`config.mk`:
```
export PLATFORM = sky130hd
export DESIGN_NAME = rs232_loader
export DESIGN_NICKNAME = d
export VERILOG_FILES = /design/src/rtl/rs232_loader.sv
export SDC_FILE = /design/constraint.sdc
export NUM_CORES = 1
export LEC_CHECK = 0
export ABC_CLOCK_PERIOD_IN_PS = 3200
export BUFFER_PORTS_ARGS = -buffer_cell sky130_fd_sc_hd__buf_2
export CAP_MARGIN = 15
export CORE_MARGIN = 2
export CORE_UTILIZATION = 40
export CTS_BUF_LIST = sky130_fd_sc_hd__clkbuf_2
export DETAILED_ROUTE_END_ITERATION = 10
export PLACE_DENSITY = 0.69
export SYNTH_ARGS = -nofsm -noshare
export SYNTH_HDL_FRONTEND = slang
export SYNTH_SLANG_ARGS = --single-unit
```
`constraint.sdc`:
```
create_clock -name clock -period 3.2 [get_ports clock]
set_clock_uncertainty 0.1 [all_clocks]
set_input_delay 0.16 -clock clock [delete_from_list [all_inputs] [get_ports clock]]
set_output_delay 0.16 -clock clock [all_outputs]
set_load 0.03 [all_outputs]
```
`src/rtl/rs232_loader.sv`:
```
// rs232_loader: serial boot loader, receiving end of the host download stream.
// Decodes the frame A5, cntLo, cntHi, N x 4 data bytes (little-endian words), sum.
// Each completed word is written to instruction memory. The loader then answers
// with one ACK (0x06) or NAK (0x15) byte on TxD.
//
// Ports:
//   clock    system clock, all logic on posedge
//   reset    synchronous, active-high
//   RxD      serial input (idle high, asynchronous to clock)
//   TxD      serial output (idle high)
//   wEn      one-cycle memory write strobe
//   wAddr    word address for wEn (10 bits)
//   wData    word data for wEn (32 bits)
//   loading  high from sync accepted until the response stop bit ends
//   done     high after an ACK is sent, cleared by the next sync byte
//   error    high after a NAK is sent, cleared by the next sync byte
module rs232_loader #(
  parameter int bitTime = 868
) (
  input  logic        clock,
  input  logic        reset,
  input  logic        RxD,
  output logic        TxD,
  output logic        wEn,
  output logic [9:0]  wAddr,
  output logic [31:0] wData,
  output logic        loading,
  output logic        done,
  output logic        error
);

  localparam int CW = $clog2(bitTime + 1);
  localparam logic [CW-1:0] BIT_CNT  = CW'(bitTime);
  localparam logic [CW-1:0] HALF_CNT = CW'(bitTime / 2);
  localparam logic [CW-1:0] CNT_ONE  = CW'(1);
  localparam logic [7:0]    SYNC_BYTE = 8'hA5;
  localparam logic [7:0]    ACK_BYTE  = 8'h06;
  localparam logic [7:0]    NAK_BYTE  = 8'h15;

  typedef enum logic [1:0] {RX_IDLE, RX_BUSY, RX_WAIT} rxState_t;
  typedef enum logic [2:0] {ST_IDLE, ST_CNTLO, ST_CNTHI, ST_DATA, ST_SUM, ST_RESP} loadState_t;

  // ---------------- receiver ----------------
  logic          rxMeta_r, rxSync_r, rxPrev_r;
  rxState_t      rxState_r, rxNext_s;
  logic [CW-1:0] rxCnt_r, rxTarget_s;
  logic [3:0]    rxBit_r;
  logic [7:0]    rxShift_r;
  logic          rxValid_r, rxFrameErr_r;
  logic          rxSample_s, rxStart_s;

  // Receiver state register.
  always_ff @(posedge clock) begin
    if (reset) rxState_r <= RX_IDLE;
    else       rxState_r <= rxNext_s;
  end

  // Receiver next state: rxBit_r 0 is the start bit, 1..8 data, 9 stop.
  always_comb begin
    rxNext_s   = rxState_r;
    rxSample_s = 1'b0;
    rxStart_s  = 1'b0;
    rxTarget_s = (rxBit_r == 4'd0) ? HALF_CNT : BIT_CNT;
    case (rxState_r)
      RX_IDLE: begin
        if (!rxSync_r && rxPrev_r) begin
          rxStart_s = 1'b1;
          rxNext_s  = RX_BUSY;
        end else begin
          rxNext_s = RX_IDLE;
        end
      end
      RX_BUSY: begin
        if (rxCnt_r == rxTarget_s) begin
          rxSample_s = 1'b1;
          if (rxBit_r == 4'd0 && rxSync_r) begin
            rxNext_s = RX_IDLE;                 // start bit was a glitch
          end else if (rxBit_r == 4'd9) begin
            rxNext_s = rxSync_r ? RX_IDLE : RX_WAIT;
          end else begin
            rxNext_s = RX_BUSY;
          end
        end else begin
          rxNext_s = RX_BUSY;
        end
      end
      RX_WAIT: begin
        if (rxSync_r) rxNext_s = RX_IDLE;
        else          rxNext_s = RX_WAIT;
      end
      default: rxNext_s = RX_IDLE;
    endcase
  end

  // Receiver datapath: synchronizer, bit timing, shift register, byte strobes.
  always_ff @(posedge clock) begin
    if (reset) begin
      rxMeta_r     <= 1'b1;
      rxSync_r     <= 1'b1;
      rxPrev_r     <= 1'b1;
      rxCnt_r      <= '0;
      rxBit_r      <= 4'd0;
      rxShift_r    <= 8'h00;
      rxValid_r    <= 1'b0;
      rxFrameErr_r <= 1'b0;
    end else begin
      rxMeta_r     <= RxD;
      rxSync_r     <= rxMeta_r;
      rxPrev_r     <= rxSync_r;
      rxValid_r    <= 1'b0;
      rxFrameErr_r <= 1'b0;
      if (rxStart_s) begin
        // The edge cycle counts as 0, so the next cycle is count 1.
        rxCnt_r <= CNT_ONE;
        rxBit_r <= 4'd0;
      end else if (rxSample_s) begin
        rxCnt_r <= CNT_ONE;
        rxBit_r <= rxBit_r + 4'd1;
        if (rxBit_r == 4'd9) begin
          rxValid_r    <= rxSync_r;
          rxFrameErr_r <= !rxSync_r;
        end else if (rxBit_r != 4'd0) begin
          rxShift_r <= {rxSync_r, rxShift_r[7:1]};
        end
      end else if (rxState_r == RX_BUSY) begin
        rxCnt_r <= rxCnt_r + CNT_ONE;
      end
    end
  end

  // ---------------- frame FSM ----------------
  loadState_t  state_r, nextState_s;
  logic [7:0]  sum_r;
  logic [9:0]  nWords_r, wordIdx_r, wAddr_r;
  logic [1:0]  byteIdx_r;
  logic [31:0] wData_r;
  logic        wEn_r, loading_r, done_r, error_r, respAck_r, txStart_r;
  logic        startFrame_s, takeByte_s, wordDone_s, respStart_s, respAck_s, respEnd_s;
  logic        txLast_s;

  // Frame state register.
  always_ff @(posedge clock) begin
    if (reset) state_r <= ST_IDLE;
    else       state_r <= nextState_s;
  end

  // Frame next state and per-byte strobes.
  always_comb begin
    nextState_s  = state_r;
    startFrame_s = 1'b0;
    takeByte_s   = 1'b0;
    wordDone_s   = 1'b0;
    respStart_s  = 1'b0;
    respAck_s    = 1'b0;
    respEnd_s    = 1'b0;
    case (state_r)
      ST_IDLE: begin
        if (rxValid_r && rxShift_r == SYNC_BYTE) begin
          startFrame_s = 1'b1;
          nextState_s  = ST_CNTLO;
        end else begin
          nextState_s = ST_IDLE;
        end
      end
      ST_CNTLO, ST_CNTHI, ST_DATA: begin
        if (rxFrameErr_r) begin
          respStart_s = 1'b1;
          nextState_s = ST_RESP;
        end else if (rxValid_r) begin
          takeByte_s = 1'b1;
          if (state_r == ST_CNTLO) begin
            nextState_s = ST_CNTHI;
          end else if (state_r == ST_CNTHI) begin
            nextState_s = ST_DATA;
          end else if (byteIdx_r == 2'd3) begin
            wordDone_s = 1'b1;
            // N = 0 encodes 1024 words; the 10-bit subtract wraps to 1023.
            if (wordIdx_r == nWords_r - 10'd1) nextState_s = ST_SUM;
            else                               nextState_s = ST_DATA;
          end else begin
            nextState_s = ST_DATA;
          end
        end else begin
          nextState_s = state_r;
        end
      end
      ST_SUM: begin
        if (rxFrameErr_r) begin
          respStart_s = 1'b1;
          nextState_s = ST_RESP;
        end else if (rxValid_r) begin
          respStart_s = 1'b1;
          respAck_s   = (rxShift_r == sum_r);
          nextState_s = ST_RESP;
        end else begin
          nextState_s = ST_SUM;
        end
      end
      ST_RESP: begin
        if (txLast_s) begin
          respEnd_s   = 1'b1;
          nextState_s = ST_IDLE;
        end else begin
          nextState_s = ST_RESP;
        end
      end
      default: nextState_s = ST_IDLE;
    endcase
  end

  // Frame datapath: count, running sum, word assembly, write port, status flags.
  always_ff @(posedge clock) begin
    if (reset) begin
      sum_r     <= 8'h00;
      nWords_r  <= 10'd0;
      wordIdx_r <= 10'd0;
      byteIdx_r <= 2'd0;
      wAddr_r   <= 10'd0;
      wData_r   <= 32'h0000_0000;
      wEn_r     <= 1'b0;
      loading_r <= 1'b0;
      done_r    <= 1'b0;
      error_r   <= 1'b0;
      respAck_r <= 1'b0;
      txStart_r <= 1'b0;
    end else begin
      wEn_r     <= 1'b0;
      txStart_r <= 1'b0;
      if (wEn_r) wAddr_r <= wAddr_r + 10'd1;
      if (takeByte_s) begin
        sum_r <= sum_r + rxShift_r;
        case (state_r)
          ST_CNTLO: nWords_r[7:0] <= rxShift_r;
          ST_CNTHI: nWords_r[9:8] <= rxShift_r[1:0];
          ST_DATA: begin
            wData_r   <= {rxShift_r, wData_r[31:8]};
            byteIdx_r <= byteIdx_r + 2'd1;
          end
          default: sum_r <= sum_r + rxShift_r;
        endcase
      end
      if (wordDone_s) begin
        wEn_r     <= 1'b1;
        wordIdx_r <= wordIdx_r + 10'd1;
      end
      if (startFrame_s) begin
        loading_r <= 1'b1;
        done_r    <= 1'b0;
        error_r   <= 1'b0;
        wAddr_r   <= 10'd0;
        sum_r     <= 8'h00;
        wordIdx_r <= 10'd0;
        byteIdx_r <= 2'd0;
      end
      if (respStart_s) begin
        txStart_r <= 1'b1;
        respAck_r <= respAck_s;
      end
      if (respEnd_s) begin
        loading_r <= 1'b0;
        done_r    <= respAck_r;
        error_r   <= !respAck_r;
      end
    end
  end

  // ---------------- transmitter ----------------
  logic          txLine_r, txBusy_r;
  logic [CW-1:0] txCnt_r;
  logic [3:0]    txBit_r;
  logic [8:0]    txShift_r;

  assign txLast_s = txBusy_r && (txBit_r == 4'd9) && (txCnt_r == BIT_CNT);

  // Transmitter: start bit on the cycle after txStart_r, each bit BIT_CNT cycles.
  always_ff @(posedge clock) begin
    if (reset) begin
      txLine_r  <= 1'b1;
      txBusy_r  <= 1'b0;
      txCnt_r   <= '0;
      txBit_r   <= 4'd0;
      txShift_r <= 9'h1FF;
    end else if (txStart_r) begin
      txLine_r  <= 1'b0;
      txBusy_r  <= 1'b1;
      txCnt_r   <= CNT_ONE;
      txBit_r   <= 4'd0;
      // The trailing 1 shifts out as the stop bit.
      txShift_r <= {1'b1, (respAck_r ? ACK_BYTE : NAK_BYTE)};
    end else if (txBusy_r) begin
      if (txCnt_r == BIT_CNT) begin
        txCnt_r <= CNT_ONE;
        if (txBit_r == 4'd9) begin
          txBusy_r <= 1'b0;
          txLine_r <= 1'b1;
        end else begin
          txLine_r  <= txShift_r[0];
          txShift_r <= {1'b1, txShift_r[8:1]};
          txBit_r   <= txBit_r + 4'd1;
        end
      end else begin
        txCnt_r <= txCnt_r + CNT_ONE;
      end
    end else begin
      txLine_r <= 1'b1;
    end
  end

  assign TxD     = txLine_r;
  assign wEn     = wEn_r;
  assign wAddr   = wAddr_r;
  assign wData   = wData_r;
  assign loading = loading_r;
  assign done    = done_r;
  assign error   = error_r;

endmodule
```
* Word level (Yosys, flattened, before mapping)
Cells that the tools add are included.
** Storage, ports and cells
- Register bits :: 134
- Bits of input ports :: 3
- Output and inout port bits :: 47
- Logic and storage cells :: 154
** Cells by class
- $add $sub $neg :: 9
- Equality and inequality tests :: 18
- Muxes and demuxes :: 65
- Bitwise operators :: 4
- Reductions and logical operators :: 28
** Operators with widths (number)
- $mux 1 :: 44
- $add 10x1->10 const B :: 4
- $mux 8 :: 4
- $mux 3 :: 7
- $eq 10x10->1 :: 2
- $mux 10 :: 2
- $pmux 3 s4 :: 1
- $eq 10x10->1 const B :: 1
- $sub 10x1->10 const B :: 1
- $add 4x1->4 const B :: 2
- $add 8x8->8 :: 1
- $eq 4x4->1 const B :: 2
- $eq 8x8->1 :: 1
- $eq 8x8->1 const B :: 1
- $mux 2 :: 4
- $reduce_or 2->1 :: 4
- $eq 3x2->1 const B :: 2
- $eq 3x3->1 const B :: 2
- $pmux 2 s3 :: 1
- $reduce_and 2->1 :: 3
- $reduce_and 3->1 :: 2
- $reduce_bool 2->1 :: 3
- $reduce_or 3->1 :: 2
- $logic_and 1x1->1 :: 5
- 18 further kinds :: 23

* Longest topological paths before layout
- Depth in word-level cells :: 9
- Gate-level depth with buffers :: 9
- Gate-level depth less buffers :: 9

* Worst setup path after synthesis
No wires, ideal clock.
- Kind :: register to register
- From :: register rxBit_r[0]
- To :: register rxShift_r[0]
- Library setup time :: 0.128 ns
- Arrival time :: 2.138 ns
- Required time :: 2.972 ns
- Setup slack :: 0.835 ns
- Stages on the path, launching flop included :: 9
- Path buffers :: 0
- Clock period less this slack :: 2.365 ns
- Cells stage by stage :: dfxtp_1 -> inv_1 -> ha_1 -> or3b_4 -> or4b_4 -> a21oi_4 -> nand4_4 -> mux2i_1 -> nor2_1
** On the way
- Cells in the longest elaborated chain, start to end :: 6
- Elaborated cells between the ends (all ways) :: 9
- Those cells by class :: eq/ne: 2; mux: 3; bitwise: 1; reduce/logical: 3
** Ends and longest elaborated chain
- start, declared :: line 47 : logic [3:0] rxBit_r;
- start signal, assigned :: line 118 : rxBit_r <= rxBit_r + 4'd1;
- $logic_not 4->1 :: line 63 : rxTarget_s = (rxBit_r == 4'd0) ? HALF_CNT : BIT_CNT;
- $mux 10 :: line 63
- $eq 10x10->1 :: line 74 : if (rxCnt_r == rxTarget_s) begin
- $mux 1 :: line 74
- $mux 1 :: line 64 : case (rxState_r)
- $reduce_and 4->1 (no line) *
- end signal, assigned :: line 123 : rxShift_r <= {rxSync_r, rxShift_r[7:1]};
- end, declared :: line 48 : logic [7:0] rxShift_r;
Every way passes the cells marked *; elsewhere a longest branch is shown, timed or not.
A chain may end at the register's enable or synchronous reset.

* Worst setup path after layout
- From :: register rxBit_r[1]
- To :: register rxShift_r[0]
The elaborated chain is that of the path after synthesis.

==> flow_summary.toml <==
[floorplan]
die_y_microns = 127.1
die_width_microns = 127.1
start_util_pct = 40.35
rows = 45
io_pins = 50
core_area_sq_um = 15030
dieArea_sq_um = 16170

[setup_path]
r2r_setup_slack_ns = 0.62
critical_path_class = "register to register"
critPathMaxStageDelay_ns = 0.56
crit_chain = "inv_1, ha_1, or3b_4, or4b_4, a21oi_4, nand4_4, mux2i_1, nor2_1"
critPathCaptureType = "register"
startpoint_type = "register"
timing.rr.start = "rxBit_r[1]$_SDFFE_PP0P_"
crit_required_ns = 3.71
cp_data_arrival_time_ns = 3.09
cp_slowest_cell = "or4b_4"
reg2regPathDepth = 8
rr_endpoint = "rxShift_r[0]$_SDFFE_PP0P_"
crit_path_max_fanout = 8

[synthesis]
synth_cell_type_count = 55
synthArstFlopShare_pct = 0
synth_top_area_cell = "dfxtp_1"
synth_ff_type = "dfxtp_1"
yosysWarnings = 0
synth_area_sq_um = 6066
yosysSeqAreaShare_pct = 44.22
synthCells = 720
synth_edf_count = 0
synth.top_cell.area_share_pct = 44.22
syn_area_per_cell_sq_um = 8.425
synth.area.top_cells = "dfxtp_1 44%, nand2_1 6.7%, a21oi_1 5.4%"
ys_ff_latch = 134
syn_nets = 743

[detailed_routing]
drt_iter0_markers = 271
drc = 0
dr_total_vias = 4950
wl_microns = 12240
vias_per_cell = 5.114
wire_per_inst_microns = 12.65
drtAntennaViolNets = 0
dr.pass1.iters = 6

[sta]
fmax_mhz = 388.0
max_slew.worst_pin.slew_ns = 0.8093
setup_violations = 0
maxSlewHeadroom_pct = 45.63
rsz0062_at_grt = "no"
finalSetupTns_ns = 0
fin_crit_sh_pct = 80.54
slew_violations = 0
min_period_ns = 2.577
finalHoldViolCount = 0

[clock_tree]
hold_buffers = 3
cts_buffers = 17
cts_resized = 0
root_buffer = "clkbuf_2"
clockBufferDepth = 2
clock_sinks = 134
post_cts_buffers = 0
path_clk_slew_ns = 0.23
cts_tree = "done"
htreeDepth = 4
clock_latency_ns = 0.72

[cells_and_area]
final_layout_size_suffix_gt1_share_pct = 13.35
final_core_util_pct = 45.12
num-fill-cells = 1485
syn2layout_area_growth_pct = 11.82
nets = 789
design_area_sq_um = 6783

[placed_design]
port_buffers = 49
place_area_sq_um = 6484
hpwlAfterDp_microns = 8405
place.gp.congestion = 0.8583

[worst_hold_path]
hold_depth = 2
worstHoldStart = "wData[27]$_SDFFE_PP0P_"
hold_class = "register to register"
hold_end = "wData[19]$_SDFFE_PP0P_"

[power_and_ir_drop]
cellLeakagePower_uw = 0.002620
power_density_nw_per_um2 = 419.4
ir_drop_mv = 0.2745

[global_route]
grt_pass1_wl_microns = 20980
antenna_found_initial = 1
grt-ovfl-total = 0
track_usage_pct = 15.67
grt_max_degree = 47
grt_pass1_vias = 4551

[run_status]
outcome = "finished clean"

[run]
drv_cap = 0
[flip-flops by register name (all words and copies together), names as in the netlist, 10 cells and up]
signal,count
rxCnt_r,10
wAddr,10
nWords_r,10
txCnt_r,10
wordIdx_r,10
wData,32
[critical path: cells and delay by family, from the launching register on]
| kind | cells | cell delay (ns) |
|---|---|---|
| muxes | 1 | 0.23 |
| adders and majority gates | 1 | 0.14 |
| buffers and inverters | 1 | 0.09 |
| AOI/OAI and AO/OA | 1 | 0.27 |
| DFF | 1 | 0.38 |
| and+or+nand+nor | 4 | 1.26 |
[synthesized netlist by cell type, types with 4 or more instances]
cell type / number
dfxtp_1: 134
nand2_1: 109
nor2_1: 82
a21oi_1: 65
xor2_1: 35
clkbuf_1: 30
nand3_1: 30
inv_1: 20
nand4_1: 20
xnor2_1: 20
ha_1: 19
mux2i_1: 18
nor3_1: 14
nor2b_1: 12
o21ai_0: 12
and3_1: 9
nand2b_1: 8
nor3b_1: 8
or3_1: 7
a211oi_1: 5
nor4_1: 5
or2_2: 5
a31oi_1: 4
o21bai_1: 4
[final cells by class]
| type | instances | area, sq um | share of cell area, % |
|---|---|---|---|
| Multi-Input combinational cell | 532 | 3178 | 46.85 |
| Sequential cell | 134 | 2683 | 39.55 |
| Timing Repair Buffer | 61 | 342.8 | 5.054 |
| Tap cell | 188 | 235.2 | 3.468 |
| Clock inverter | 13 | 171.4 | 2.527 |
| Clock buffer | 19 | 95.09 | 1.402 |
| Inverter | 20 | 75.07 | 1.107 |
| Antenna cell | 1 | 2.502 | 0.03689 |
[through the flow]
stage | hold slack [ns] | setup WS, ns | std cells | power [uW]
3_5_place_dp | 0.2454 | 0.6386 | 932 | 1775
4_1_cts | 0.2959 | 0.6107 | 967 | 2886
5_1_grt | 0.3397 | 0.4837 | 968 | 2968
2_1_floorplan | 0.1638 | 0.8348 | 720 | 1760
6_report | 0.3486 | 0.6227 | 968 | 2844
3_3_place_gp | 0.2440 | 0.7319 | 932 | 1775
[layout by cell type, fill, tap and decap left out, types with 3 or more instances in the layout]
cell type / n
nor4bb_1: 3
a21oi_1: 65
and4_1: 3
o211ai_1: 3
dfxtp_1: 134
clkbuf_2: 19
nor3_1: 14
nor2b_1: 12
mux2i_1: 18
o21bai_1: 4
nand3_1: 30
inv_1: 20
clkinv_4: 4
xnor2_1: 20
or2_2: 5
nand4_1: 20
a31oi_1: 4
nand2_1: 109
nand2b_1: 8
bufinv_16: 3
a211oi_1: 5
dlygate4sd3_1: 3
nor4_1: 5
inv_6: 4
nor3b_1: 8
nor2_1: 82
and3_1: 9
buf_2: 49
xor2_1: 35
ha_1: 19
a21o_1: 3
o21ai_0: 12
or3_1: 7
buf_4: 9
[metal layers]
layer / global-route usage [%] / up-vias / part of all wire, %
met3: 3.936 / 19 / 3.4
met4: 6.335 / 0 / 1.9
met5: 0 / - / 0
met1: 20.38 / 2307 / 49
li1: - / 2559 / -
met2: 25.02 / 65 / 45
[how the worst max path moves through the flow]
| stage | start | end | slack (ns) | depth (start not counted) |
|---|---|---|---|---|
| after floorplan | rxBit_r[0]$_SDFFE_PP0P_ | rxShift_r[0]$_SDFFE_PP0P_ | 0.83 | 8 |
| after global placement | rxBit_r[0]$_SDFFE_PP0P_ | rxShift_r[1]$_SDFFE_PP0P_ | 0.73 | 8 |
| after detailed placement | rxBit_r[1]$_SDFFE_PP0P_ | rxShift_r[0]$_SDFFE_PP0P_ | 0.64 | 8 |
| after CTS | rxBit_r[1]$_SDFFE_PP0P_ | rxShift_r[0]$_SDFFE_PP0P_ | 0.61 | 8 |
| after global routing | rxBit_r[1]$_SDFFE_PP0P_ | rxShift_r[2]$_SDFFE_PP0P_ | 0.48 | 8 |
| final | rxBit_r[1]$_SDFFE_PP0P_ | rxShift_r[0]$_SDFFE_PP0P_ | 0.62 | 8 |
[power by group]
part           switching (uW)  internal [uW]
sequential               8.12           1680
combinational            40.3           17.4
clock                     645            455
[cells by family after synthesis]
logic type / share of synthesized area [%]
AOI/OAI and AO/OA: 10.50
buffers and inverters: 3.383
DFF: 44.22
muxes: 3.342
and+or+nand+nor: 26.36
xor gates and xnor gates: 7.941
adders and majority gates: 4.249
No activity file was read; power rests on OpenSTA's default activity.
